--- config.mk ---
export PLATFORM = sky130hd
export DESIGN_NAME = add_reg
export DESIGN_NICKNAME = d
export VERILOG_FILES = /design/src/rtl/add_pkg.sv /design/src/rtl/add_pipe_stage.sv /design/src/rtl/add_reg.sv
export SDC_FILE = /design/constraint.sdc
export NUM_CORES = 1
export LEC_CHECK = 0
export BUFFER_PORTS_ARGS = -buffer_cell sky130_fd_sc_hd__buf_2
export CORE_AREA = 2 2 39 41
export DETAILED_ROUTE_END_ITERATION = 10
export DIE_AREA = 0 0 41 43
export SETUP_SLACK_MARGIN = 0.1
export SLEW_MARGIN = 10
export SYNTH_ARGS = -nofsm -noshare
export SYNTH_HDL_FRONTEND = slang
export SYNTH_SLANG_ARGS = --single-unit
--- constraint.sdc ---
create_clock -name clk -period 2.96 [get_ports clk]
set_clock_uncertainty 0.1 [all_clocks]
set_input_delay 0 -clock clk [delete_from_list [all_inputs] [get_ports clk]]
set_output_delay 0 -clock clk [all_outputs]
set_load 0.005 [all_outputs]
--- src/rtl/add_pkg.sv ---
// Shared constants and helpers for the registered adder.
package add_pkg;

    localparam int unsigned DEFAULT_WIDTH = 4;
    localparam int unsigned MAX_LATENCY   = 4;

    // Result width of an unsigned w-bit add, including carry-out.
    function automatic int unsigned sum_width(input int unsigned w);
        return w + 1;
    endfunction

endpackage

--- src/rtl/add_pipe_stage.sv ---
// One pipeline register holding a result word and its valid bit.
module add_pipe_stage
    import add_pkg::*;
#(
    parameter int unsigned DATA_W = sum_width(DEFAULT_WIDTH)
) (
    input  logic              clk,
    input  logic              rst_n,
    input  logic [DATA_W-1:0] i_data,
    input  logic              i_valid,
    output logic [DATA_W-1:0] o_data,
    output logic              o_valid
);

    logic [DATA_W-1:0] r_data;
    logic              r_valid;

    always_ff @(posedge clk) begin
        if (!rst_n) begin
            r_data  <= '0;
            r_valid <= 1'b0;
        end else begin
            r_data  <= i_data;
            r_valid <= i_valid;
        end
    end

    assign o_data  = r_data;
    assign o_valid = r_valid;

endmodule

--- src/rtl/add_reg.sv ---
// Registered unsigned adder with LATENCY register stages and a travelling valid.
module add_reg
    import add_pkg::*;
#(
    parameter int unsigned WIDTH   = DEFAULT_WIDTH,
    parameter int unsigned LATENCY = 1
) (
    input  logic                          clk,
    input  logic                          rst_n,
    input  logic [WIDTH-1:0]              a,
    input  logic [WIDTH-1:0]              b,
    input  logic                          in_valid,
    output logic [sum_width(WIDTH)-1:0]   sum,
    output logic                          out_valid
);

    localparam int unsigned SW = sum_width(WIDTH);

    generate
        if (LATENCY < 1 || LATENCY > MAX_LATENCY) begin : g_bad_latency
            $error("add_reg: LATENCY must be in 1..%0d", MAX_LATENCY);
        end
    endgenerate

    logic [SW-1:0] w_data  [LATENCY+1];
    logic          w_valid [LATENCY+1];

    // Zero-extended add at full result width, so carry is never lost.
    assign w_data[0]  = SW'(a) + SW'(b);
    assign w_valid[0] = in_valid;

    genvar gi;
    generate
        for (gi = 0; gi < LATENCY; gi++) begin : g_stage
            add_pipe_stage #(
                .DATA_W (SW)
            ) u_stage (
                .clk     (clk),
                .rst_n   (rst_n),
                .i_data  (w_data[gi]),
                .i_valid (w_valid[gi]),
                .o_data  (w_data[gi+1]),
                .o_valid (w_valid[gi+1])
            );
        end
    endgenerate

    assign sum       = w_data[LATENCY];
    assign out_valid = w_valid[LATENCY];

endmodule

==> out/results.ini <==
[worst_setup_path]
crit_start = b[0]
worst-path-buf-inv = 3
crit_type = input port to register
cp.arrival_ns = 1.58
path_cells = dlygate4sd3_1, buf_2, ha_1, dlygate4sd3_1, and2_1
cp_num_cells = 5
startpoint_type = input port
crit_end = g_stage[0].u_stage.o_data[0]
worstSetupEndpointType = register
crit_path_frequent_cell = dlygate4sd3_1
cp_slowest_cell = dlygate4sd3_1
slowest_delay_ns = 0.54
cp_top_family = buffers and inverters
critPathMaxFanout = 1
cp.required_ns = 2.99

[floorplan]
io_pins = 17
rows = 14
core_region_area_mm2 = 0.00138
die_h_um = 43
die_x_um = 41
dieArea_mm2 = 0.00176
start_util_pct = 21.6

[routing]
dr.first_iter.drc_count = 0
drt-pass1-iter-count = 1
wire_per_inst_um = 8.09
drc_errors = 0
viasPerCell = 3.90
antenna_left = 0
wirelength_um = 542
vias = 261

[layout]
drive_above_1_share_pct = 41.2
area.growth.synth_to_final_pct = 57.7
fin_area_um2 = 472
final_nets = 69
fin_cells = 67
antennaDiodeCount = 0

[pwr]
peakVddDrop_uv = 105
p_sw_uw = 47.2
combPwrFrac_pct = 22.1
p_int_uw = 162
pwr-share-seq_pct = 42.8
p_leak_uw = 0.000250
swShare_pct = 22.5
p_per_area_mw_per_mm2 = 444
power_uw = 209
clkPwrFrac_pct = 35.1

[placement]
post-dp-hpwl_um = 443
dp.cells = 59
place.gp.congestion = 0.578
portBuffers = 16
placed_cell_area_um2 = 399

[logic_synthesis]
synth-seq-cells = 6
synth-adder-area-share_pct = 23.4
synth_area_um2 = 299
syn-mean-instance-area_um2 = 11.1
yosysTopAreaCell = dfxtp_1
yosys_warnings = 0
synth_top_family_by_area = adder cells
synth-compound-area-share_pct = 10.5
synth-xor-area-share_pct = 0
synth-seq-area-share_pct = 40.2
yosys.area_share.simple_pct = 18.8
yosys.area.top_type_share_pct = 40.2
muxShareOfSynthArea_pct = 3.35
syn_nets = 43
postSynthCellCount = 27
ys_types = 14
synth.area.top_cells = dfxtp_1 40%, ha_1 17%, fa_1 6.7%

[sta]
holdWs_ns = 0.0101
fin_crit_ns = 1.54
tns_ns = 0
relSlewSlack_pct = 90.2
rsz0062_at_grt = no
post-route-period-util_pct = 52.2
max_slew.worst_pin.slew_ns = 0.146
fmax_mhz = 647
drv_slew = 0
setup_viol_count_final = 0
finalHoldViolCount = 0

[clocking]
clock-root-buffer = clkbuf_4
clockBufferDepth = 2
cts.sinks = 6
postCtsSetupBuffers = 0
h-tree-depth = 1
cts_buffers = 3
cts_resized = 0
clkTransAtPathRegs_ns = 0.04
cts_tree = built
hold_buffers = 5

[worst_hold_path]
hold_class = input port to register
hold_depth = 3

[global_route]
grt-ovfl-total = 0
grt_max_degree = 8
antenna_found_initial = 0
track_usage_pct = 8.04
grt_pass1_vias = 259
grt_pass1_wl_um = 903

[status]
outcome = finished clean

[flow_run]
drv_cap = 0

synth_stat cells:
cell type  count
fa_1           1
dfxtp_1        6
inv_1          3
nor2b_1        2
o21a_1         2
a21oi_2        1
a21o_1         1
nand2b_1       1
and2_1         2
ha_1           4
nor2b_4        1
mux2i_1        1
nor3b_1        1
nand2_1        1
routing by layer:
metal	GRT usage, %	wire length, µm	vias to the layer above
met5	0	0	-
met4	10.0	0	0
met3	1.57	51	0
met2	11.9	275	10
met1	7.74	216	113
li1	-	-	138
stage by stage:
step	setup slack, ns	utilization (%)
finish	1.42	34.1
global route	1.34	34.1
CTS	1.42	34.1
detailed placement	1.72	28.8
global placement	1.71	28.8
floorplan	1.89	-
kinds of logic after synthesis:
family          after synthesis
simple gates                  8
flops                         6
fa+ha+maj                     5
compound gates                4
buf+inv                       3
mux                           1
placed cells by master (no fill, tap or decap):
cell           Yosys  routed
dfxtp_1            6       6
fa_1               1       1
dlygate4sd3_1      0       5
inv_1              3       3
and2_1             2       2
nand2b_1           1       1
nand2_1            1       1
nor2b_1            2       2
nor2b_4            1       1
ha_1               4       4
mux2i_1            1       1
clkbuf_4           0       3
o21a_1             2       2
a21o_1             1       1
a21oi_2            1       1
nor3b_1            1       1
buf_2              0      16
flip-flops by register name, summed over array words and instances, names as in the netlist:
signal / cells
g_stage.u_stage.o_valid: 1
g_stage.u_stage.o_data: 5
worst min-delay path by stage:
stage / startpoint / endpoint / slack (ns)
2_1_floorplan: rst_n / g_stage[0].u_stage.o_data[4] / 0.02
3_3_place_gp: in_valid / g_stage[0].u_stage.o_valid / 0.11
3_5_place_dp: in_valid / g_stage[0].u_stage.o_valid / 0.12
4_1_cts: b[3] / g_stage[0].u_stage.o_data[4] / 0.002
5_1_grt: b[3] / g_stage[0].u_stage.o_data[4] / 0.03
6_report: b[3] / g_stage[0].u_stage.o_data[4] / 0.01
final cells by class:
type,count,area [µm²]
Sequential cell,6,120
Multi-Input combinational cell,18,168
Timing Repair Buffer,21,130
Clock buffer,3,22.5
Tap cell,16,20.0
Inverter,3,11.3
Fill cell,147,912
power groups by stage:
stage	clock, µW	combinational [µW]	sequential, µW
after floorplan	0	21.9	92.7
after global placement	0	40.9	91.4
after detailed placement	0	41.2	91.2
after CTS	78.1	47.3	89.7
after global routing	83.2	53.1	90.5
final	73.5	46.3	89.7
(Power assumes the default switching activity.)
